`config.mk`:
```
export PLATFORM = sky130hd
export DESIGN_NAME = mtm_alu_deserializer
export DESIGN_NICKNAME = d
export VERILOG_FILES = /design/src/rtl/mtm_alu_deserializer.sv
export SDC_FILE = /design/constraint.sdc
export NUM_CORES = 1
export LEC_CHECK = 0
export CORE_MARGIN = 2
export CORE_UTILIZATION = 35
export DETAILED_ROUTE_END_ITERATION = 16
export DONT_BUFFER_PORTS = 1
export MAX_ROUTING_LAYER = met4
export PLACE_DENSITY = 0.54
export SLEW_MARGIN = 15
export SYNTH_ARGS = -nofsm -noshare
export SYNTH_HDL_FRONTEND = slang
export SYNTH_SLANG_ARGS = --single-unit
```
`constraint.sdc`:
```
create_clock -name clk -period 10.69 [get_ports clk]
set_input_delay 1.069 -clock clk [delete_from_list [all_inputs] [get_ports clk]]
set_output_delay 1.069 -clock clk [all_outputs]
set_load 0.01 [all_outputs]
```
`src/rtl/mtm_alu_deserializer.sv`:
```
// Serial receive front end of the mtm ALU: decodes 11-bit sin packets, assembles B/A/OP and
// validates count, CRC-4 and opcode. Optional `MTM_DESER_SIN_SYNC_EN adds a 2-flop sin synchronizer.
module mtm_alu_deserializer #(
  parameter int N_DATA = 8
) (
  input  logic        clk,
  input  logic        rst_n,
  input  logic        sin,
  output logic [31:0] a,
  output logic [31:0] b,
  output logic [2:0]  op,
  output logic        valid,
  output logic        err_data,
  output logic        err_crc,
  output logic        err_op,
  output logic        err_frame
);

  typedef enum logic [1:0] {IDLE, TYPE, PAYLOAD, STOP} state_e;

  localparam int            CW       = $clog2(N_DATA + 2);
  localparam logic [CW-1:0] CNT_FULL = CW'(N_DATA);
  localparam logic [CW-1:0] CNT_SAT  = CW'(N_DATA + 1);

  logic sin_s;

`ifdef MTM_DESER_SIN_SYNC_EN
  logic [1:0] sync_q;
  always_ff @(posedge clk or negedge rst_n) begin
    if (!rst_n) sync_q <= 2'b11;
    else        sync_q <= {sync_q[0], sin};
  end
  assign sin_s = sync_q[1];
`else
  assign sin_s = sin;
`endif

  // Serial CRC-4, x^4+x+1, init 0, message processed MSB first.
  function automatic logic [3:0] crc4(input logic [67:0] d);
    logic [3:0] c;
    logic       fb;
    c = '0;
    for (int i = 67; i >= 0; i--) begin
      fb = c[3] ^ d[i];
      c  = {c[2:0], 1'b0} ^ {2'b00, fb, fb};
    end
    return c;
  endfunction

  state_e        state_q, state_d;
  logic [2:0]    bit_cnt_q, bit_cnt_d;
  logic [7:0]    byte_q, byte_d;
  logic          is_ctl_q, is_ctl_d;
  logic [63:0]   shreg_q, shreg_d;
  logic [CW-1:0] cnt_q, cnt_d;
  logic [31:0]   a_q, a_d, b_q, b_d;
  logic [2:0]    op_q, op_d;
  logic          valid_q, valid_d, err_data_q, err_data_d, err_crc_q, err_crc_d;
  logic          err_op_q, err_op_d, err_frame_q, err_frame_d;

  logic [2:0] ctl_op;
  logic [3:0] ctl_crc, crc_calc;

  assign ctl_op   = byte_q[6:4];
  assign ctl_crc  = byte_q[3:0];
  assign crc_calc = crc4({shreg_q, 1'b1, ctl_op});

  always_comb begin
    // NOTE: every signal gets a default before the case, so no path can infer a latch.
    state_d     = state_q;
    bit_cnt_d   = bit_cnt_q;
    byte_d      = byte_q;
    is_ctl_d    = is_ctl_q;
    shreg_d     = shreg_q;
    cnt_d       = cnt_q;
    a_d         = a_q;
    b_d         = b_q;
    op_d        = op_q;
    valid_d     = 1'b0;
    err_data_d  = 1'b0;
    err_crc_d   = 1'b0;
    err_op_d    = 1'b0;
    err_frame_d = 1'b0;

    unique case (state_q)
      IDLE: if (!sin_s) state_d = TYPE;
      TYPE: begin
        is_ctl_d  = sin_s;
        bit_cnt_d = '0;
        state_d   = PAYLOAD;
      end
      PAYLOAD: begin
        byte_d    = {sin_s, byte_q[7:1]};
        bit_cnt_d = bit_cnt_q + 3'd1;
        if (bit_cnt_q == 3'd7) state_d = STOP;
      end
      STOP: begin
        state_d = IDLE;
        if (!sin_s) begin
          err_frame_d = 1'b1;
          cnt_d       = '0;
        end else if (!is_ctl_q) begin
          shreg_d = {shreg_q[55:0], byte_q};
          if (cnt_q != CNT_SAT) cnt_d = cnt_q + CW'(1);
        end else begin
          cnt_d = '0;
          // Opcodes 000/001/100/101 are exactly those with bit 1 clear.
          if (cnt_q != CNT_FULL)       err_data_d = 1'b1;
          else if (crc_calc != ctl_crc) err_crc_d  = 1'b1;
          else if (ctl_op[1])           err_op_d   = 1'b1;
          else begin
            valid_d = 1'b1;
            a_d     = shreg_q[31:0];
            b_d     = shreg_q[63:32];
            op_d    = ctl_op;
          end
        end
      end
      default: state_d = IDLE;
    endcase
  end

  // NOTE: state registers use non-blocking assignments so every flop samples pre-edge values.
  always_ff @(posedge clk or negedge rst_n) begin
    if (!rst_n) begin
      state_q     <= IDLE;
      bit_cnt_q   <= '0;
      byte_q      <= '0;
      is_ctl_q    <= 1'b0;
      shreg_q     <= '0;
      cnt_q       <= '0;
      a_q         <= '0;
      b_q         <= '0;
      op_q        <= '0;
      valid_q     <= 1'b0;
      err_data_q  <= 1'b0;
      err_crc_q   <= 1'b0;
      err_op_q    <= 1'b0;
      err_frame_q <= 1'b0;
    end else begin
      state_q     <= state_d;
      bit_cnt_q   <= bit_cnt_d;
      byte_q      <= byte_d;
      is_ctl_q    <= is_ctl_d;
      shreg_q     <= shreg_d;
      cnt_q       <= cnt_d;
      a_q         <= a_d;
      b_q         <= b_d;
      op_q        <= op_d;
      valid_q     <= valid_d;
      err_data_q  <= err_data_d;
      err_crc_q   <= err_crc_d;
      err_op_q    <= err_op_d;
      err_frame_q <= err_frame_d;
    end
  end

  assign a         = a_q;
  assign b         = b_q;
  assign op        = op_q;
  assign valid     = valid_q;
  assign err_data  = err_data_q;
  assign err_crc   = err_crc_q;
  assign err_op    = err_op_q;
  assign err_frame = err_frame_q;

endmodule

```
# ---- After elaboration in Yosys (flattened, before gate mapping)
# Index checks and enable logic that the tools add are counted.
dict set report word_totals {
  ff_bits 153
  mem_bits_rw 0
  latch_bits 0
  n_memories 0
  mem_bits_ro 0
}
dict set report classes {
  mul 0
  n_lt_le_gt_ge 0
  n_reduce_logical 6
  n_eq_ne 10
  div 0
  shifts 0
  bitwise 137
  muxes 30
  addsub 2
}
# operator count
set op_table {}
lappend op_table {{$xor 4x2->4} 66}
lappend op_table {{$xor 1x1->1} 64}
lappend op_table {{$mux 1} 23}
lappend op_table {{$mux 4} 3}
lappend op_table {{$ne 4x4->1 const B} 2}
lappend op_table {{$pmux 2 s4} 1}
lappend op_table {{$pmux 3 s2} 1}
lappend op_table {{$reduce_and 6->1} 1}
lappend op_table {{$not 1->1} 5}
lappend op_table {{$add 4x1->4 const B} 1}
lappend op_table {{$eq 2x2->1 const B} 2}
lappend op_table {{$mux 2} 2}
lappend op_table {{$ne 2x2->1 const B} 2}
lappend op_table {{$ne 4x4->1} 1}
lappend op_table {{$reduce_and 2->1} 2}
lappend op_table {{$add 3x1->3 const B} 1}
lappend op_table {{$eq 3x3->1 const B} 1}
lappend op_table {{$ne 3x1->1 const B} 1}
lappend op_table {{$reduce_and 3->1} 1}
lappend op_table {{$xor 3x2->3} 1}
lappend op_table {{$eq 2x1->1 const B} 1}
lappend op_table {{$logic_not 2->1} 1}
lappend op_table {{$reduce_bool 2->1} 1}
lappend op_table {{$xor 1x1->1 const A} 1}

# ---- Depth between registers and ports, before layout
# Gate-level depths: netlist (run 1).
dict set report depth {
  ltp_word 138
  ltp_mapped 12
}

# ---- Worst setup path before layout (run 1)
# No wires, ideal clock.
dict set report synth_timing {
  kind {register -> register}
  from {register shreg_q[62]}
  to {register a_q[0] (netlist: a[0])}
  path_stages_with_launch 13
  path_buffers 2
  setup_ns 0.125
  t_arrival_ns 4.232
  period_less_slack_ns 4.358
  setup_slack_ns 6.332
  path_cell_list {dfrtp_1 -> xnor3_1 -> xor3_1 -> xnor3_2 -> xor3_1 -> xor3_1 -> nor3_1 -> o21ai_0 -> mux4_2 -> or4_4 -> buf_6 -> buf_6 -> mux2_4}
}
dict set report synth_between {
  elab_chain_len 92
  elab_cells_between_ends 133
}
# element line
set synth_lines {}
lappend synth_lines {{from (decl)} 54} ;# logic [63:0] shreg_q, shreg_d;
lappend synth_lines {{from (signal assigned)} 145} ;# shreg_q <= shreg_d;
lappend synth_lines {{$xor 3x2->3 *} 45} ;# c = {c[2:0], 1'b0} ^ {2'b00, fb, fb};
lappend synth_lines {{$xor 4x2->4 * (2 in series)} 45}
lappend synth_lines {{$xor 1x1->1} 44} ;# fb = c[3] ^ d[i];
lappend synth_lines {{$xor 4x2->4 * (3 in series)} 45}
lappend synth_lines {{$xor 1x1->1} 44}
lappend synth_lines {{$xor 4x2->4 * (3 in series)} 45}
lappend synth_lines {{$xor 1x1->1} 44}
lappend synth_lines {{$xor 4x2->4 * (3 in series)} 45}
lappend synth_lines {{[65 not listed]} n/a}
lappend synth_lines {{$xor 4x2->4 * (3 in series)} 45}
lappend synth_lines {{$not 1->1 (no source line)} n/a}
lappend synth_lines {{$xor 4x2->4 * (3 in series)} 45}
lappend synth_lines {{$xor 1x1->1} 44}
lappend synth_lines {{$xor 4x2->4 *} 45}
lappend synth_lines {{$ne 4x4->1 *} 109} ;# else if (crc_calc != ctl_crc) err_crc_d = 1'b1;
lappend synth_lines {{$not 1->1 (no source line) *} n/a}
lappend synth_lines {{$reduce_and 6->1 (no source line) *} n/a}
lappend synth_lines {{to (signal assigned)} 132} ;# a_q <= '0;
lappend synth_lines {{to (signal assigned)} 147} ;# a_q <= a_d;
lappend synth_lines {{to (decl)} 56} ;# logic [31:0] a_q, a_d, b_q, b_d;
# Mark *: on every way between the ends. The rest lies on a longest branch, timed or not.
# A chain may end at the register's enable or synchronous reset.

# ---- Worst setup path in the final report (run 1)
dict set report layout_timing {
  from {register shreg_q[62]}
  to {register a_q[7] (netlist: a[7])}
}
# The elaborated chain is that of the path after synthesis.

==> results.md, run 1 <==
* Status: completed
* Pin slew with the least headroom to its limit at about 1.2 ns
* Most Frequent Cell on Critical Path: sky130_fd_sc_hd__xor3_1
* Max stage delay cell, worst path: sky130_fd_sc_hd__or4_4
* Global routing usage on met1 at approximately 17%
* Clock-pin slew on the worst setup and hold paths at roughly 0.070 ns
* Worst IR drop on VDD at between 0.4 and 0.5 mV
* Net switching fraction of the power at between 30% and 40%
* Vias in the first global route at between 3000 and 4000
* Reg-to-reg setup timing slack at between 5 and 6 ns
* Cts-stage hold buffer count at 0
* Data required time at the worst endpoint at 11.00 ns
* Internal power at ~0.0021 W
* Quantity of I/O buffers inserted on ports at 0
* Global placement routability congestion at 0.776
* Total clock sinks at 153
* Kind of cell adding the most delay to the critical path: XOR/XNOR gates
* Met3 Track Usage GR at 4.98%
* Die Width at about 150 microns
* Ant. Diodes at 0
* Max clock buf depth at 2
* Portion of total power attributed to combinational logic at around 58%
* Power share of the clock group at 18.1%
* Clk Latency, worst-skew pair at approximately 0.43 ns
* Post-DP HPWL at about 10 mm
* Remaining DRCs at 0
* Worst min path class: input port to async pin
* Number of clock buffers inserted by TritonCTS at 17
* Async set-or-reset flop fraction in the synthesized netlist at 100%
* Crit path capture type: register
* Largest net degree at the start of global routing at approximately 150
* Post-synthesis cell area at 7350 sq um
* Aggregate routed wire length at 14.8 mm
* Number of pins exceeding their max-slew limit in the final report at 0
* Number of setup violations in the final report at 0
* Leakage dissipation at approximately 4.1 nW
* Most used flip-flop cell after synthesis: sky130_fd_sc_hd__dfrtp_1
* Max Clock Freq at 0.196 GHz
* Area enclosed by the die boundary at ~22000 sq um
* Post-synth EDFFs at 0
* Post-CTS Resized at 0
* Vias per Instance at 4.82
* Cell Pwr Density at roughly 400 nW/um^2
* Worst hold-check slack at about 0.33 ns
* Largest clock skew in the final design at ~0.011 ns
* Most area-consuming cells after synthesis: sky130_fd_sc_hd__dfrtp_1 52%, sky130_fd_sc_hd__mux2_2 15%, sky130_fd_sc_hd__mux2_4 8.2%, sky130_fd_sc_hd__xnor3_1 7.7%, sky130_fd_sc_hd__xnor2_1 5.5%
* Router iterations before antenna repair at 4
* Switching power of the nets at about 0.0012 W
* Register area share after synthesis at a little over half
* Post-CTS setup buffers at 0
* Worst path max stage delay at approximately 0.93 ns
* Number of maximum-capacitance constraint violations at 0
* Unrepaired setup endpoints after global routing: no
* Grt total ovfl at 0
* Most used standard cells in the synthesized netlist: 153 x sky130_fd_sc_hd__dfrtp_1, 98 x sky130_fd_sc_hd__mux2_2, 46 x sky130_fd_sc_hd__xnor2_1
* Global-route wire length before repair at about 23 mm
* Crit path kind: register to register
* Layout overhead on the synthesized area at 11.2%
* Most congested layer reported by global routing: met2
* Post-Syn Nets at just under 500
* Starting density of the core at between 30% and 40%
* Worst Path Arrival at 5.40 ns
* Worst reg2reg path depth at 10
* Dominant cell type by area after synthesis: sky130_fd_sc_hd__dfrtp_1
* GR Util All Layers at approximately 14%
* Layout cells sized above 1 at a little over a third
* Combined buffer and inverter count along the critical path at 0
* Number of antenna violations at the first check in global routing at 0
* CTS H-tree lvls at 4
* Capturing point of the worst reg2reg path: a[7]
* Cell count after synthesis at between 400 and 500
* Peak fanout along the critical path at 66
* Clk root buf: sky130_fd_sc_hd__clkbuf_16
* CTS tree: built
* Placeable core region at ~21000 sq um
* First DRT Iteration DRCs at 204
* Count of antenna-violating nets left after detailed routing at 0
* Share of the synthesized area in the top cell type at a little over half
* Cell-by-cell listing of the critical path: xnor3_1 > xor3_1 > xnor3_2 > xor3_1 > xor3_1 > nor3_1 > o21ai_0 > mux4_2 > or4_4 > mux2_4
* Sequential Power Share at a little under a quarter
* Clock period minus final worst setup slack at approximately 5 ns
* Number of hold-slack violations in the final timing report at 0
* Slew headroom at between 20% and 30%
* Share of the clock period used by the worst path after layout at a little under half
* Vias after detailed routing at approximately 3700
* Cell variety after synth at 35
* Number of nets in the final layout at between 400 and 500
* I/O Pins at between 70 and 80
* Die H at 149 microns
* Setup TNS at 0 ns
* Count of state elements after synthesis at approximately 150
* GR Util met2 at roughly 23%
* Yosys warnings at 0
* Count of fill cells added during filler insertion at roughly 2000
* Worst r2r src: shreg_q[62]
* Mean cell area of the mapped netlist at about 16 sq um
* Most instantiated library cell after synthesis: sky130_fd_sc_hd__dfrtp_1
* Average routed wire per standard cell at a little under 20 microns
* Placement Rows at 53
* Category of the worst setup path launch point: register
[placed cells by master (no fill, tap or decap), types with 6 or more instances in the layout]
cell / netlist / final
sky130_fd_sc_hd__xor2_1: 10 / 10
sky130_fd_sc_hd__inv_1: 9 / 9
sky130_fd_sc_hd__dfrtp_1: 153 / 153
sky130_fd_sc_hd__nor3_1: 8 / 8
sky130_fd_sc_hd__o21ai_0: 15 / 15
sky130_fd_sc_hd__mux2_4: 40 / 40
sky130_fd_sc_hd__clkbuf_16: 0 / 17
sky130_fd_sc_hd__xnor3_1: 25 / 25
sky130_fd_sc_hd__xnor2_1: 46 / 46
sky130_fd_sc_hd__ha_1: 10 / 10
sky130_fd_sc_hd__nand2_1: 7 / 7
sky130_fd_sc_hd__xor3_1: 6 / 6
sky130_fd_sc_hd__mux2_2: 98 / 98
[registers in the layout (all words and copies together), names as in the netlist, 2 cells and up]
| name | flops |
|---|---|
| cnt_q | 4 |
| bit_cnt_q | 3 |
| state_q | 2 |
| b | 32 |
| shreg_q | 64 |
| op | 2 |
| a | 32 |
| byte_q | 8 |
[worst max-delay path by stage]
| stage | from | to | cells past startpoint |
|---|---|---|---|
| finish | shreg_q[62] | a[7] | 10 |
| global placement | shreg_q[62] | a[28] | 10 |
| global route | shreg_q[62] | a[3] | 10 |
| CTS | shreg_q[62] | a[3] | 10 |
| detailed placement | shreg_q[62] | a[19] | 10 |
| floorplan | shreg_q[62] | a[0] | 12 |
[final cells by class]
cell class,instances,area (sq um),share of cell area [%]
inverters,9,33.8,0.413
clock inverters,13,130,1.59
clock buffers,19,453,5.54
well taps,275,344,4.21
multi-input cells,293,3380,41.3
flip-flops and latches,153,3830,46.8
repair buffers,1,7.51,0.0919
[metal layers]
layer  up-vias  part of all wire (%)
li1       1667                     -
met2        66                    49
met1      1931                    45
met3        14                   5.5
met4         0                   1.2
met5         -                     0
[power by group through the flow]
stage	combinational [W]	clock [W]	sequential [W]
after floorplan	0.00166	0	0.000740
after global placement	0.00184	0	0.000795
after CTS	0.00193	0.000609	0.000789
after detailed placement	0.00191	0	0.000799
after global routing	0.00207	0.000633	0.000800
final	0.00190	0.000596	0.000784
[kinds of logic (layout without fill, tap and decap cells)]
| group | count (synthesis) | count (layout) | synth area share, % |
|---|---|---|---|
| other cells | 1 | 1 | 0.0510 |
| mux | 139 | 139 | 23.5 |
| simple gates | 35 | 35 | 2.45 |
| flops | 153 | 153 | 52.1 |
| fa+ha+maj | 10 | 10 | 1.70 |
| buf+inv | 27 | 42 | 1.97 |
| xor+xnor | 89 | 89 | 16.8 |
| compound gates | 19 | 19 | 1.41 |
[metrics by stage]
| stage | setup WS [ns] | instance area, sq um | total power, W | utilization, % | cells |
|---|---|---|---|---|---|
| after floorplan | 6.33 | 7350 | 0.00240 | - | 473 |
| after global placement | 5.72 | 7590 | 0.00264 | 36.4 | 731 |
| after detailed placement | 5.61 | 7590 | 0.00271 | 36.4 | 731 |
| after CTS | 5.57 | 8170 | 0.00333 | 39.3 | 763 |
| after global routing | 5.40 | 8170 | 0.00350 | 39.3 | 763 |
| final | 5.60 | 8170 | 0.00328 | 39.3 | 763 |
Note: power is estimated with default switching activity, not from simulation.
==> run 2, diff against run 1 <==
- clock period: 10.69 -> 5 ns (I/O delays scaled with it)
==> run 2 against run 1 <==
Fmax grew 7.9%. Worst hold slack lost 0.31 ns. Register-to-register slack lost 5.3 ns. Setup slack lost 5.3 ns. Final cell count grew 0.92%. Die area is the same. Via count shrank 0.41%. Design area grew 1.2%. Core utilization grew 0.48 points. Critical path depth grew 1. Wire length shrank 0.20%. Largest cell class unchanged.
==> results.md, run 2 (same netlist as run 1, synthesis figures left out) <==
* Most common cell after layout, fill and taps aside: sky130_fd_sc_hd__dfrtp_1
* Data required time at the worst endpoint at 5.30 ns
* Average routed wire per standard cell at between 15 and 20 microns
* Placeable core region at 20800 sq um
* Max clock buf depth at 2
* Crit path kind: register to register
* Number of pins exceeding their max-slew limit in the final report at 0
* Worst min path class: input port to async pin
* Worst Path Arrival at just over 5 ns
* Aggregate routed wire length at about 15 mm
* Count of fill cells added during filler insertion at a little under 2000
* Quantity of I/O buffers inserted on ports at 0
* Count of antenna-violating nets left after detailed routing at 0
* Clock-pin slew on the worst setup and hold paths at approximately 0.060 ns
* GR Util All Layers at between 10% and 20%
* Number of antenna violations at the first check in global routing at 0
* Placement Rows at 53
* Area enclosed by the die boundary at 22200 sq um
* Total clock sinks at 153
* Starting density of the core at a little over a third
* Router iterations before antenna repair at 4
* Largest clock skew in the final design at about 0.0086 ns
* Layout cells sized above 1 at a little over a third
* Largest register by flop count: shreg_q
* Wire length on met2 at between 7 and 8 mm
* Category of the worst setup path launch point: register
* CTS tree: built
* Setup TNS at 0 ns
* Grt total ovfl at 0
* Flip-flop count of the largest register, all copies and words added at between 60 and 70
* Largest net degree at the start of global routing at roughly 150
* Status: completed
* Unrepaired setup endpoints after global routing: no
* Vias after detailed routing at about 3700
* Global-route wire length before repair at 23.5 mm
* Clk root buf: sky130_fd_sc_hd__clkbuf_16
* WL met3 at 704 microns
* Peak fanout along the critical path at 38
* Die Width at 149 microns
* Slew headroom at between 40% and 50%
* Post-DP HPWL at 10.1 mm
* Pin slew with the least headroom to its limit at roughly 0.89 ns
* Remaining DRCs at 0
* Share of the clock period used by the worst path after layout at a little over nine tenths
* Vias in the first global route at roughly 4000
* Number of maximum-capacitance constraint violations at 0
* Die H at roughly 150 microns
* I/O Pins at 75
* Highest Signal Layer: met4
* Max Clock Freq at ~0.21 GHz
* Crit path capture type: register
* Number of nets in the final layout at a little under 500
* Commonest cells after routing, fill and taps aside: 153 x sky130_fd_sc_hd__dfrtp_1, 98 x sky130_fd_sc_hd__mux2_2, 46 x sky130_fd_sc_hd__xnor2_1, 40 x sky130_fd_sc_hd__mux2_4, 25 x sky130_fd_sc_hd__xnor3_1
* CTS H-tree lvls at 4
* Number of setup violations in the final report at 0
* Number of clock buffers inserted by TritonCTS at 17
* Layout overhead on the synthesized area at 12.6%
* Number of hold-slack violations in the final timing report at 0
* First DRT Iteration DRCs at roughly 170
* Clk Latency, worst-skew pair at roughly 0.42 ns
* Global placement routability congestion at about 0.74
* Vias per Instance at roughly 4.8
* Clock period minus final worst setup slack at ~4.7 ns
* Post-Route M1 WL at 6.56 mm
* Ant. Diodes at 0
==> run 2: cell types whose count changed in the layout (fill, tap and decap cells not counted) <==
cell,change
sky130_fd_sc_hd__buf_16,+1
sky130_fd_sc_hd__buf_4,+6
sky130_fd_sc_hd__bufinv_16,+2
sky130_fd_sc_hd__clkbuf_1,+2
sky130_fd_sc_hd__clkbuf_8,-1
sky130_fd_sc_hd__clkinv_2,-1
sky130_fd_sc_hd__clkinv_4,-1
sky130_fd_sc_hd__clkinvlp_4,+1
sky130_fd_sc_hd__inv_6,-1
sky130_fd_sc_hd__inv_8,-1
==> run 2: repair_timing <==
action | 4_1_cts | 5_1_grt
hold buffers | 1 | 0
buffers inserted | 0 | 0
endpoints found under the setup margin | 0 | 0
endpoints found under the hold margin | 153 | 0
gates resized for setup | 0 | 0
==> run 2: routing by layer <==
layer / global-route usage (%) / vias to the layer above
li1: - / 1686
met1: 17.9 / 1898
met2: 23.1 / 65
met3: 4.43 / 14
met4: 4.14 / 0
met5: - / -
==> run 2: metrics by stage <==
stage,hold slack [ns],util (%),setup slack (ns),area (sq um),std cells
floorplan,0.204,-,0.642,7350,473
global placement,0.209,36.7,0.441,7630,737
detailed placement,0.208,36.7,0.294,7630,737
CTS,0.121,39.7,0.268,8270,770
global route,0.125,39.7,0.0793,8270,770
finish,0.0197,39.7,0.278,8270,770
==> run 2: worst max-delay path, stage by stage, from the launching register on <==
cell	delay, ns
sky130_fd_sc_hd__dfrtp_1	0.44
sky130_fd_sc_hd__xnor3_1	0.42
sky130_fd_sc_hd__xor3_1	0.46
sky130_fd_sc_hd__xnor3_2	0.46
sky130_fd_sc_hd__xor3_1	0.45
sky130_fd_sc_hd__xor3_1	0.29
sky130_fd_sc_hd__nor3_1	0.20
sky130_fd_sc_hd__o21ai_0	0.12
sky130_fd_sc_hd__mux4_2	0.52
sky130_fd_sc_hd__or4_4	0.53
sky130_fd_sc_hd__buf_4	0.31
sky130_fd_sc_hd__mux2_4	0.36
==> run 2: final cells by class <==
cell class / count / area (sq um) / area share [%]
timing repair buffer: 8 / 80.1 / 0.968
clock buffer: 20 / 447 / 5.40
multi-input combinational: 293 / 3380 / 40.8
inverter: 9 / 33.8 / 0.408
sequential: 153 / 3830 / 46.3
tap: 275 / 344 / 4.16
clock inverter: 12 / 164 / 1.98
==> run 2: path summary, 6_finish.rpt <==
path	endpoint	cells after the start	slack (ns)	start
max	a[30]	11	0.28	shreg_q[61]
min	b[15]	1	0.02	rst_n
max reg2reg	a[30]	11	0.28	shreg_q[61]
min reg2reg	cnt_q[3]	1	0.48	cnt_q[3]
max in group asynchronous	byte_q[6]	1	4.30	rst_n
min in group clk	err_frame	1	0.14	sin
Power of run 2 is left out: the tool's default activity adds up to more than one toggle a clock period on the data nets, which glitch-free logic cannot reach.
==> run 3, diff against run 2 <==
- RECOVER_POWER: not set -> 100
==> run 3 against run 2 <==
The flow now finishes with violations (capacitance limit, slew limit). Design area fell by 2.2%. Fmax barely moved. Clock skew barely moved. Via count fell by 0.60%. Core utilization fell by 0.87 points.
==> results.md, run 3 (same netlist as run 1, synthesis figures left out) <==
* Capturing point of the worst reg2reg path: a[30]
* Number of maximum-capacitance constraint violations at 2
* CTS tree: built
* Most Frequent Cell on Critical Path: sky130_fd_sc_hd__xor3_1
* Most common cell after layout, fill and taps aside: sky130_fd_sc_hd__dfrtp_1
* Data required time at the worst endpoint at around 5.3 ns
* Max Clock Freq at about 0.21 GHz
* DP Cell Count at 737
* Number of nets in the final layout at between 400 and 500
* Cell-by-cell listing of the critical path: xnor3_1 > xor3_1 > xnor3_2 > xor3_1 > xor3_1 > nor3_1 > o21ai_0 > mux4_2 > or4_1 > buf_4 > mux2_1
* Footprint of the multi-input gates at ~3200 sq um
* Largest net degree at the start of global routing at roughly 150
* Placement Rows at 53
* Clock period minus final worst setup slack at between 4 and 5 ns
* Crit path kind: register to register
* Final critical-path setup slack at around 0.28 ns
* GR Util All Layers at between 10% and 20%
* Max clock buf depth at 2
* Remaining DRCs at 0
* Unrepaired setup endpoints after global routing: no
* Worst path max stage delay at 0.55 ns
* Kind of cell adding the most delay to the critical path: XOR/XNOR gates
* Combined buffer and inverter count along the critical path at 1
* Placeable core region at between 20000 and 25000 sq um
* Layout cells sized above 1 at between 20% and 30%
* Global-route wire length before repair at ~24 mm
* Status: complete, but fails checks
* Category of the worst setup path launch point: register
* Router iterations before antenna repair at 6
* Total clock sinks at around 150
* Area enclosed by the die boundary at ~22000 sq um
* Max stage delay cell, worst path: sky130_fd_sc_hd__or4_1
* Clk root buf: sky130_fd_sc_hd__clkbuf_16
* Vias in the first global route at between 3000 and 4000
* Die Width at between 100 and 150 microns
* Aggregate routed wire length at 14.5 mm
* Global placement routability congestion at 0.740
* Worst min path class: input port to register
* I/O Pins at 75
* Pin slew with the least headroom to its limit at around 3.8 ns
* Commonest cells after routing, fill and taps aside: 153 x sky130_fd_sc_hd__dfrtp_1, 98 x sky130_fd_sc_hd__mux2_2, 46 x sky130_fd_sc_hd__xnor2_1, 40 x sky130_fd_sc_hd__mux2_1, 25 x sky130_fd_sc_hd__xnor3_1
* Ant. Diodes at 0
* Crit path capture type: register
* First DRT Iteration DRCs at 207
* Largest register by flop count: shreg_q
* Share of the clock period used by the worst path after layout at between 90% and 100%
* Layout overhead on the synthesized area at 10.1%
* Peak fanout along the critical path at 38
* Clock-pin slew on the worst setup and hold paths at about 0.060 ns
* Largest clock skew in the final design at roughly 0.0085 ns
* Register area at between 3000 and 4000 sq um
* Average routed wire per standard cell at 18.9 microns
* Number of pins exceeding their max-slew limit in the final report at about 220
* Flip-flop count of the largest register, all copies and words added at 64
* Number of setup violations in the final report at 0
* Count of antenna-violating nets left after detailed routing at 0
* Die H at ~150 microns
* Launch point of the worst hold path: sin
* Number of antenna violations at the first check in global routing at 0
* CTS H-tree lvls at 4
* Clk Latency, worst-skew pair at between 0.4 and 0.5 ns
* Vias after detailed routing at 3641
* Quantity of I/O buffers inserted on ports at 0
* Number of clock buffers inserted by TritonCTS at 17
* Count of non-filler cells in the finished layout at slightly below 800
* Hold Path Sink: err_frame
* Vias per Instance at 4.73
* Number of stages on the worst hold path at 1
* Number of hold-slack violations in the final timing report at 0
* Worst r2r src: shreg_q[61]
* Grt total ovfl at 0
* Post-DP HPWL at between 10 and 15 mm
* Violated checks: capacitance limit, slew limit
* Reg-to-reg setup timing slack at around 0.28 ns
* Worst Path Arrival at 5.02 ns
* Count of fill cells added during filler insertion at 1967
* Worst reg2reg path depth at 11
* Setup TNS at 0 ns
* Slew headroom at -150%
* Pre-CTS setup slack at roughly 0.3 ns
* Starting density of the core at a little over a third
## run 3: stage by stage
stage               hold WS, ns  area [sq um]  util, %
floorplan                 0.204          7350        -
global placement          0.209          7630     36.7
detailed placement        0.208          7630     36.7
CTS                       0.121          8270     39.7
global route              0.125          8090     38.9
finish                    0.139          8090     38.9
## run 3: how the worst max path moves through the flow
stage / startpoint / endpoint / slack [ns] / cells past startpoint
finish: shreg_q[61] / a[30] / 0.28 / 11
global route: shreg_q[62] / a[30] / 0.05 / 11
CTS: shreg_q[61] / a[30] / 0.27 / 11
detailed placement: shreg_q[62] / b[27] / 0.29 / 11
global placement: shreg_q[62] / a[29] / 0.44 / 11
floorplan: shreg_q[62] / a[0] / 0.64 / 12
## run 3: area by class of cell
cell class                      instances  area share (%)
Sequential cell                       153            47.3
Multi-Input combinational cell        293            39.8
Clock buffer                           20            5.52
Tap cell                              275            4.25
Clock inverter                         12            2.03
Timing Repair Buffer                    8           0.665
Inverter                                9           0.417
## run 3: layer usage
layer	wire, microns	up-vias	GRT usage [%]
met3	727	14	4.43
met4	175	0	4.14
met2	7330	67	23.1
li1	-	1688	-
met5	0	-	-
met1	6300	1872	17.9
## run 3: what timing repair did
item	CTS	global route
buffers inserted	0	0
hold buffers	1	0
resized for setup	0	0
hold endpoints to repair	153	0
Power of run 3 is left out for the same reason.
